`config.mk`:
```
export PLATFORM = sky130hd
export DESIGN_NAME = fire4_squeeze_ofm_writer
export DESIGN_NICKNAME = d
export VERILOG_FILES = /design/src/rtl/fire4_squeeze_ofm_writer.sv
export SDC_FILE = /design/constraint.sdc
export NUM_CORES = 1
export LEC_CHECK = 0
export CAP_MARGIN = 10
export CORE_AREA = 5 5 220 222
export DETAILED_ROUTE_END_ITERATION = 16
export DIE_AREA = 0 0 225 227
export HOLD_SLACK_MARGIN = 0.12
export PLACE_DENSITY = 0.84
export SLEW_MARGIN = 30
export SYNTH_ARGS = -nofsm -noshare
export SYNTH_HDL_FRONTEND = slang
export SYNTH_SLANG_ARGS = --single-unit
```
`constraint.sdc`:
```
create_clock -name clk -period 5.43 [get_ports clk]
set_input_delay 1.086 -clock clk [delete_from_list [all_inputs] [get_ports clk]]
set_output_delay 1.086 -clock clk [all_outputs]
set_load 0.005 [all_outputs]
```
`src/rtl/fire4_squeeze_ofm_writer.sv`:
```
// Receives the parallel fire4_squeeze output vector and serialises it into the
// expand-stage feature-map RAM in channel-major order, one word per cycle.
module fire4_squeeze_ofm_writer #(
    parameter int WOUT   = 32,
    parameter int DSP_NO = 32,
    parameter int WIDTH  = 16,
    parameter int AW     = $clog2(DSP_NO * WOUT * WOUT)
) (
    input  logic             clk,
    input  logic             rst,
    input  logic             fire4_squeeze_sample,
    input  logic [WIDTH-1:0] ofm [0:DSP_NO-1],
    output logic             wr_en,
    output logic [AW-1:0]    wr_addr,
    output logic [WIDTH-1:0] wr_data,
    output logic             busy,
    output logic             ram_feedback,
    output logic             overflow
);

    localparam int PIXELS = WOUT * WOUT;
    localparam int CW     = (DSP_NO > 1) ? $clog2(DSP_NO) : 1;
    localparam int PW     = $clog2(PIXELS + 1);

    localparam logic [AW-1:0] PLANE    = AW'(PIXELS);
    localparam logic [CW-1:0] LAST_CH  = CW'(DSP_NO - 1);
    localparam logic [PW-1:0] LAST_PIX = PW'(PIXELS);

    typedef enum logic [1:0] {
        IDLE,
        DRAIN,
        DONE
    } state_t;

    state_t           state, state_nxt;
    logic [CW-1:0]    ch, ch_nxt, ch_inc;
    logic [PW-1:0]    pix, pix_nxt, pix_inc;
    logic             capture;
    logic             wr_en_nxt;
    logic [AW-1:0]    wr_addr_nxt;
    logic [WIDTH-1:0] wr_data_nxt;
    logic             fb_nxt;
    logic             ovf_nxt;
    logic [WIDTH-1:0] hold [0:DSP_NO-1];

    assign ch_inc  = ch + 1'b1;
    assign pix_inc = pix + 1'b1;

    // The write outputs always carry the channel currently being written, so
    // the first channel is loaded straight from ofm on the capturing edge and
    // later channels step the address by one plane (no multiplier needed).
    always_comb begin
        state_nxt   = state;
        ch_nxt      = ch;
        pix_nxt     = pix;
        ovf_nxt     = overflow;
        wr_en_nxt   = 1'b0;
        wr_addr_nxt = wr_addr;
        wr_data_nxt = wr_data;
        fb_nxt      = 1'b0;
        capture     = 1'b0;

        case (state)
            IDLE: begin
                if (fire4_squeeze_sample) begin
                    capture     = 1'b1;
                    state_nxt   = DRAIN;
                    ch_nxt      = '0;
                    wr_en_nxt   = 1'b1;
                    wr_addr_nxt = AW'(pix);
                    wr_data_nxt = ofm[0];
                end
            end
            DRAIN: begin
                if (ch != LAST_CH) begin
                    ch_nxt      = ch_inc;
                    wr_en_nxt   = 1'b1;
                    wr_addr_nxt = wr_addr + PLANE;
                    wr_data_nxt = hold[ch_inc];
                    if (fire4_squeeze_sample) begin
                        ovf_nxt = 1'b1;
                    end
                end else begin
                    pix_nxt = pix_inc;
                    if (pix_inc == LAST_PIX) begin
                        state_nxt = DONE;
                        fb_nxt    = 1'b1;
                    end else if (fire4_squeeze_sample) begin
                        // A sample on the last channel chains straight into the next drain.
                        capture     = 1'b1;
                        ch_nxt      = '0;
                        wr_en_nxt   = 1'b1;
                        wr_addr_nxt = AW'(pix_inc);
                        wr_data_nxt = ofm[0];
                    end else begin
                        state_nxt = IDLE;
                    end
                end
            end
            DONE: begin
                state_nxt = DONE;
            end
            default: begin
                state_nxt = IDLE;
            end
        endcase
    end

    always_ff @(posedge clk) begin
        if (rst) begin
            state        <= IDLE;
            ch           <= '0;
            pix          <= '0;
            wr_en        <= 1'b0;
            wr_addr      <= '0;
            wr_data      <= '0;
            busy         <= 1'b0;
            ram_feedback <= 1'b0;
            overflow     <= 1'b0;
        end else begin
            state        <= state_nxt;
            ch           <= ch_nxt;
            pix          <= pix_nxt;
            wr_en        <= wr_en_nxt;
            wr_addr      <= wr_addr_nxt;
            wr_data      <= wr_data_nxt;
            busy         <= (state_nxt == DRAIN);
            ram_feedback <= fb_nxt;
            overflow     <= ovf_nxt;
        end
    end

    always_ff @(posedge clk) begin
        if (capture) begin
            hold <= ofm;
        end
    end

endmodule

```
==> metrics.md, run 1 <==
| Metric | Value |
|---|---|
| Worst-Margin Slew | `just over 0.8 ns` |
| First-pass GRT wire length | `between 90000 and 100000 um` |
| RSZ-0062 raised after global routing | `false` |
| Post-Syn Nets | `roughly 1700` |
| Data required time at the worst endpoint | `about 5.7 ns` |
| Logic pwr share | `11.5%` |
| Die ar. | `between 0.05 and 0.06 mm2` |
| Post-synthesis instance total | `1150` |
| Final hold violations | `0` |
| Startpoint Class | `flip-flop` |
| Critical path capture point type | `flip-flop` |
| Seq pwr share | `50.1%` |
| Arrival time at the worst endpoint | `3.82 ns` |
| Worst path cell trace | `ha_4 > and3_1 > ha_1 > inv_1 > a211oi_1 > o31ai_4 > inv_8 > buf_12` |
| Critical path's largest stage delay | `approximately 0.54 ns` |
| Switching power | `approximately 2.2 mW` |
| Sequential share of the synthesized area | `73.89%` |
| Number of global-route vias before repair | `14118` |
| Antenna Violating Nets Remaining | `0` |
| Initial DRC count | `around 1100` |
| Worst-path clk slew | `around 0.06 ns` |
| Final Max Tran Viols | `0` |
| Cell taking the most area after synthesis | `edfxtp_1` |
| Yosys warns | `0` |
| Fraction of layout cells with a size suffix above 1 | `about 15%` |
| Internal power | `8.038 mW` |
| Grt ovf | `0` |
| Clk_lat worst skew | `roughly 0.61 ns` |
| Post-synth EDFFs | `512` |
| Worst slew margin | `between 40% and 50%` |
| Outcome | `finished clean` |
| DRT Wirelength | `~63000 um` |
| Setup Buffers After CTS | `0` |
| Dominant cells by area after synthesis | `edfxtp_1 69%, mux4_2 14%, dfxtp_1 4.8%` |
| All-Layer GR Usage | `around a quarter` |
| Starting density of the core | `between 40% and 50%` |
| Setup TNS Final | `0 ns` |
| Mean routed wirelength per cell | `around 27 um` |
| Root Driver | `clkbuf_16` |
| Num Clock Sinks | `about 570` |
| Syn Area/Cell | `between 15 and 20 um2` |
| Sw Share | `a little over a fifth` |
| Reg2reg setup slack | `between 1.5 and 2 ns` |
| CTS Buf Count | `56` |
| Critical path's slowest cell | `dfxtp_4` |
| TritonCTS clock tree | `built` |
| Final setup vio count | `0` |
| Tmin final | `between 3 and 4 ns` |
| Worst vdd ir | `between 0.4 and 0.5 mV` |
| Vias per cell | `approximately 5.6` |
| Hold crit path type | `reg -> reg` |
| Max_cap viols | `0` |
| I/O pin count | `550` |
| Tcrit/Tclk final | `between 60% and 70%` |
| DP Wirelength | `approximately 47000 um` |
| Clock power frac | `about two fifths` |
| Critical path type | `reg -> reg` |
| Max Freq | `~0.28 GHz` |
| Pleak | `between 10 and 15 nW` |
| H-tree depth | `2` |
| DRC viols | `0` |
| Row count | `79` |
| PD cells | `about 340 mW/mm2` |
| Dpl ws | `~1.6 ns` |
| Core area | `between 0.04 and 0.05 mm2` |
| Netlist cell types | `between 50 and 60` |
| Synthesis-to-layout area growth | `36.74%` |
| Ys flop type | `edfxtp_1` |
| Ys async rst share | `0%` |
| DRT Pass-1 Iters | `9` |
| Detailed-route via count | `around 13000` |
| Horiz. Die Dim | `around 230 um` |
| Clock Path Buffers | `3` |
| Synthesized area | `about 0.022 mm2` |
| Cts repair resizes | `0` |
| Fin Clk Skew | `~0.022 ns` |
| Hold Buf Count CTS | `0` |
| Antenna violations before repair | `12` |
| Synthesized flop and latch total | `between 500 and 600` |
| Yosys top cell area share | `69.12%` |
| # port buffers | `between 500 and 600` |
| Routability cong. | `between 0.8 and 0.9` |
| Layout Nets | `approximately 2200` |
| Setup ws final | `around 1.8 ns` |
| Die height | `about 230 um` |
| Largest net degree at the start of global routing | `just under 90` |
| Crit path max fanout | `87` |
[metal layers]
| layer | wire, um | track usage, % | part of all wire, % | vias to the layer above |
|---|---|---|---|---|
| li1 | - | - | - | 5860 |
| met1 | 22300 | 30.22 | 35 | 6704 |
| met2 | 33170 | 42.06 | 52 | 720 |
| met3 | 5605 | 6.190 | 8.9 | 134 |
| met4 | 2062 | 8.486 | 3.3 | 8 |
| met5 | 60 | 0 | 0.095 | - |
[state kept, by name, indices dropped and copies added, names as in the netlist, 2 cells and up]
name,flops
hold,512
wr_data,16
wr_addr,15
pix,11
ch,5
state,2
[critical path: cells and delay by family, from the launching register on]
| family | cells | cell delay (ns) |
|---|---|---|
| buffers and inverters | 3 | 1.11 |
| adders and majority gates | 2 | 0.70 |
| AOI/OAI and AO/OA | 2 | 0.61 |
| DFF | 1 | 0.54 |
| and+or+nand+nor | 1 | 0.17 |
[power groups by stage]
| stage | registers, mW | clock network [mW] | logic, mW |
|---|---|---|---|
| 2_1_floorplan | 5.18 | 0 | 0.531 |
| 3_3_place_gp | 5.19 | 0 | 1.16 |
| 3_5_place_dp | 5.20 | 0 | 1.19 |
| 4_1_cts | 5.11 | 4.00 | 1.20 |
| 5_1_grt | 5.13 | 4.20 | 1.25 |
| 6_report | 5.11 | 3.92 | 1.18 |
[metrics by stage]
step	power, mW	instances	hold WS [ns]	utilization, %	area (um2)
final	10.21	2377	0.5098	65.89	30410
after global routing	10.58	2375	0.5305	65.88	30410
after CTS	10.31	2368	0.5107	65.84	30390
after detailed placement	6.390	2265	0.4978	61.79	28520
after global placement	6.351	2262	0.4856	61.64	28450
after floorplan	5.714	1150	0.4584	-	22240
[synth_stat cells, types with 9 or more instances]
library cell and number:
nand2_1 86, clkbuf_1 29, buf_4 10, mux4_2 138, nand3_1 14, a211oi_1 11
buf_2 17, mux2i_1 28, o21ai_0 23, nor3_1 17, nand2b_1 18, o22ai_1 17
edfxtp_1 512, a21oi_1 26, dfxtp_1 53, o311ai_1 9, a32oi_1 9, nor2_1 37
[cells by family (layout without fill, tap and decap cells)]
group,Yosys count,after routing,synth area share (%)
flip-flops,565,565,73.89
multiplexers,167,167,15.33
adder cells (fa/ha/maj),4,4,0.2250
other,0,9,0
buffers and inverters,73,684,1.704
AND/OR/NAND/NOR,210,210,4.438
XOR/XNOR,11,11,0.5175
AO/OA/AOI/OAI,120,120,3.887
[cells in the final DEF (no fill, tap or decap), drive strengths merged, types with 8 or more instances in the layout]
| cell type | n |
|---|---|
| dfxtp | 53 |
| nor3 | 17 |
| or3 | 8 |
| mux2i | 29 |
| bufinv | 8 |
| diode | 9 |
| and3 | 8 |
| clkinv | 19 |
| a32oi | 9 |
| o21ai | 23 |
| nand2 | 86 |
| clkbuf | 71 |
| nor2 | 37 |
| mux4 | 138 |
| nand2b | 18 |
| edfxtp | 512 |
| a21oi | 26 |
| clkdlybuf4s50 | 548 |
| o22ai | 17 |
| a211oi | 12 |
| buf | 27 |
| o311ai | 9 |
| nand3 | 14 |
[layout make-up]
class / count / area, um2
Multi-Input combinational cell: 512 / 5474
Timing Repair Buffer: 575 / 5818
Inverter: 6 / 30.03
Antenna cell: 9 / 22.52
Tap cell: 607 / 759.5
Clock inverter: 32 / 370.4
Sequential cell: 565 / 16440
Fill cell: 3054 / 15750
Clock buffer: 71 / 1500
[worst paths after layout]
| check | start | end | depth (start not counted) |
|---|---|---|---|
| min reg2reg | wr_addr[3]$_SDFFE_PP0P_ | wr_addr[3]$_SDFFE_PP0P_ | 2 |
| max reg2reg | ch[0]$_SDFFE_PP0P_ | hold[436]$_DFFE_PP_ | 8 |
| min | wr_addr[3]$_SDFFE_PP0P_ | wr_addr[3]$_SDFFE_PP0P_ | 2 |
| max | ch[0]$_SDFFE_PP0P_ | hold[436]$_DFFE_PP_ | 8 |
No activity file was read; power rests on OpenSTA's default activity.
==> run 2: changes to the inputs <==
CORE_AREA = 5 5 229 231   (was 5 5 220 222)
DIE_AREA = 0 0 234 236   (was 0 0 225 227)
PLACE_DENSITY = 0.81   (was 0.84)
clock period = 2.9 ns   (was 5.43 ns; I/O delays follow)
==> run 2 against run 1 <==
Critical path depth increased by 1. Routed wire length up 1.2%. Sequential power rose by 87%. Clock-buffer cell count did not move. Via count is 0.36% lower. Non-clock buffer count is 21 higher. Cell area grew 1.8%. Sequential share of layout area fell by 0.97 points. Global-route usage down 1.6 points. Register-to-register slack lost 1.7 ns. Die area increased by 8.1%. Largest cell class unchanged. Highest routed layer is now met4.
==> metrics.md, run 2 (synthesis results as in run 1) <==
| Metric | Value |
|---|---|
| Grt ovf | `0 (unchanged)` |
| Worst slew margin | `51.79% (+6.6 points)` |
| Commonest non-fill, non-tap cell in the layout | `clkdlybuf4s50_1` |
| DRT Wirelength | `63980 um (+1.2%)` |
| PD cells | `632.0 mW/mm2 (+88%)` |
| Worst-path clk slew | `0.06 ns (about the same)` |
| Pleak | `10.31 nW (+2.4%)` |
| Tmin final | `2.717 ns (-0.8645 ns)` |
| DP Wirelength | `48310 um (+2.1%)` |
| Worst vdd ir | `0.5864 mV (+44%)` |
| Data required time at the worst endpoint | `3.38 ns (-2.29 ns)` |
| Horiz. Die Dim | `234 um (+4.0%)` |
| Top flop regs | `hold (512), wr_data (16), wr_addr (15)` |
| Row count | `82 (+3.8%)` |
| # port buffers | `549 (unchanged)` |
| H-tree depth | `2 (unchanged)` |
| DRT Pass-1 Iters | `8 (-1)` |
| Startpoint Class | `flip-flop` |
| Max Freq | `0.3681 GHz (+32%)` |
| Hold Buf Count CTS | `0 (unchanged)` |
| Num Clock Sinks | `565 (unchanged)` |
| Worst-Margin Slew | `0.7208 ns (-0.09761 ns)` |
| Synthesis-to-layout area growth | `39.26%` |
| Critical path capture point type | `flip-flop` |
| Clk_lat worst skew | `0.61 ns (about the same)` |
| Fin Clk Skew | `0.01479 ns (-0.007163 ns)` |
| Fin cells | `2469 (+3.9%)` |
| Cts repair resizes | `0 (unchanged)` |
| Routability cong. | `0.9147 (+3.3%)` |
| I/O pin count | `550 (unchanged)` |
| Mean routed wirelength per cell | `25.91 um (-2.5%)` |
| R2r worst-path depth | `9 (+1)` |
| HP Start | `wr_addr[5]$_SDFFE_PP0P_` |
| Largest net degree at the start of global routing | `81 (-8.0%)` |
| Crit path max fanout | `12 (-86%)` |
| All-Layer GR Usage | `22.76% (-1.6 points)` |
| Placed insts | `2351 (+3.8%)` |
| Outcome | `finished clean` |
| Tcrit/Tclk final | `93.68% (+28 points)` |
| Worst Hold Path EP | `wr_addr[5]$_SDFFE_PP0P_` |
| Layout Nets | `2258 (+1.0%)` |
| Most frequent cells in the layout | `548 x clkdlybuf4s50_1, 512 x edfxtp_1, 138 x mux4_2` |
| DRC viols | `0 (unchanged)` |
| Clock Path Buffers | `3 (unchanged)` |
| Setup TNS Final | `0 ns (unchanged)` |
| Final hold slack | `0.4830 ns (-0.02676 ns)` |
| Largest register FFs | `512 (unchanged)` |
| Critical path type | `reg -> reg` |
| Final setup vio count | `0 (unchanged)` |
| Max_cap viols | `0 (unchanged)` |
| Vias per cell | `5.418 (-4.1%)` |
| Arrival time at the worst endpoint | `3.19 ns (-0.63 ns)` |
| CTS Buf Count | `58 (+3.6%)` |
| Starting density of the core | `44.61% (-3.6 points)` |
| Hold Path Stages | `2 (unchanged)` |
| Die ar. | `0.05522 mm2 (+8.1%)` |
| RSZ-0062 raised after global routing | `false` |
| Antenna violations before repair | `9 (-3)` |
| Die height | `236 um (+4.0%)` |
| Fraction of layout cells with a size suffix above 1 | `17.28% (+2.6 points)` |
| Detailed-route via count | `13377 (-0.36%)` |
| Antenna Violating Nets Remaining | `0 (unchanged)` |
| Initial DRC count | `1023 (-8.0%)` |
| Hold crit path type | `reg -> reg` |
| Core area | `0.04986 mm2 (+8.0%)` |
| Worst r2r src | `ch[0]$_SDFFE_PP0P_` |
| Final hold violations | `0 (unchanged)` |
| Setup Buffers After CTS | `0 (unchanged)` |
| Root Driver | `clkbuf_16` |
| TritonCTS clock tree | `built` |
| First-pass GRT wire length | `92400 um (+2.3%)` |
| FF-to-FF End | `wr_data[2]$_SDFFE_PP0P_` |
| Final Max Tran Viols | `0 (unchanged)` |
| Number of global-route vias before repair | `14630 (+3.6%)` |
| Reg2reg setup slack | `0.18 ns (-1.67 ns)` |
| Register with the most flip-flops | `hold` |
==> run 2: changes by cell type in the layout (fill, tap and decap cells not counted), sizes merged <==
cell,previous run,this run
buf,27,48
clkinv,19,26
bufinv,8,9
inv,7,8
clkinvlp,4,1
==> run 2: cell type report <==
class / count / area (um2)
Inverter: 6 / 32.53
Antenna cell: 9 / 22.52
Clock buffer: 71 / 1574
Clock inverter: 38 / 432.9
Timing Repair Buffer: 596 / 6093
Sequential cell: 565 / 16440
Multi-Input combinational cell: 512 / 5537
Tap cell: 672 / 840.8
Fill cell: 3469 / 18890
==> run 2: through the flow <==
stage	total power, mW	instance area (um2)	util, %	worst slack [ns]
final	19.58	30980	62.12	0.1834
after global routing	20.26	30970	62.12	0.03774
after detailed placement	12.04	28950	58.05	0.1166
after CTS	19.79	30950	62.07	0.1088
after floorplan	10.69	22340	-	-0.2505
after global placement	11.99	28950	58.05	0.3152
==> run 2: critical path: stages, from the launching register on <==
cell and delay [ns]:
dfxtp_4 0.40, ha_4 0.20, and3_4 0.19, ha_4 0.21, nor3b_2 0.21, nand2_1 0.26, nor2_1 0.60, a32oi_1 0.24
o311ai_1 0.15, o22ai_1 0.12
==> run 2: worst max path at each step <==
stage,endpoint,start,cells after the start,slack (ns)
2_1_floorplan,hold[0]$_DFFE_PP_,ch[1]$_SDFFE_PP0P_,8,-0.25
3_3_place_gp,wr_data[14]$_SDFFE_PP0P_,pix[4]$_SDFFE_PP0P_,7,0.32
3_5_place_dp,wr_data[0]$_SDFFE_PP0P_,pix[3]$_SDFFE_PP0P_,7,0.12
4_1_cts,wr_data[0]$_SDFFE_PP0P_,pix[3]$_SDFFE_PP0P_,7,0.11
5_1_grt,wr_data[2]$_SDFFE_PP0P_,ch[0]$_SDFFE_PP0P_,9,0.04
6_report,wr_data[2]$_SDFFE_PP0P_,ch[0]$_SDFFE_PP0P_,9,0.18
==> run 2: per-layer routing <==
| layer | track usage, % | up-vias | wire (um) |
|---|---|---|---|
| met5 | 0 | - | 0 |
| met4 | 8.275 | 0 | 2065 |
| met3 | 4.895 | 112 | 4722 |
| met2 | 40.20 | 667 | 33990 |
| met1 | 27.49 | 6695 | 23200 |
| li1 | - | 5903 | - |
==> run 2: power breakdown <==
group	internal, mW	leakage (nW)	switching, mW
clock network	4.66	0.993	3.08
logic	1.31	4.00	0.954
registers	9.41	5.31	0.153
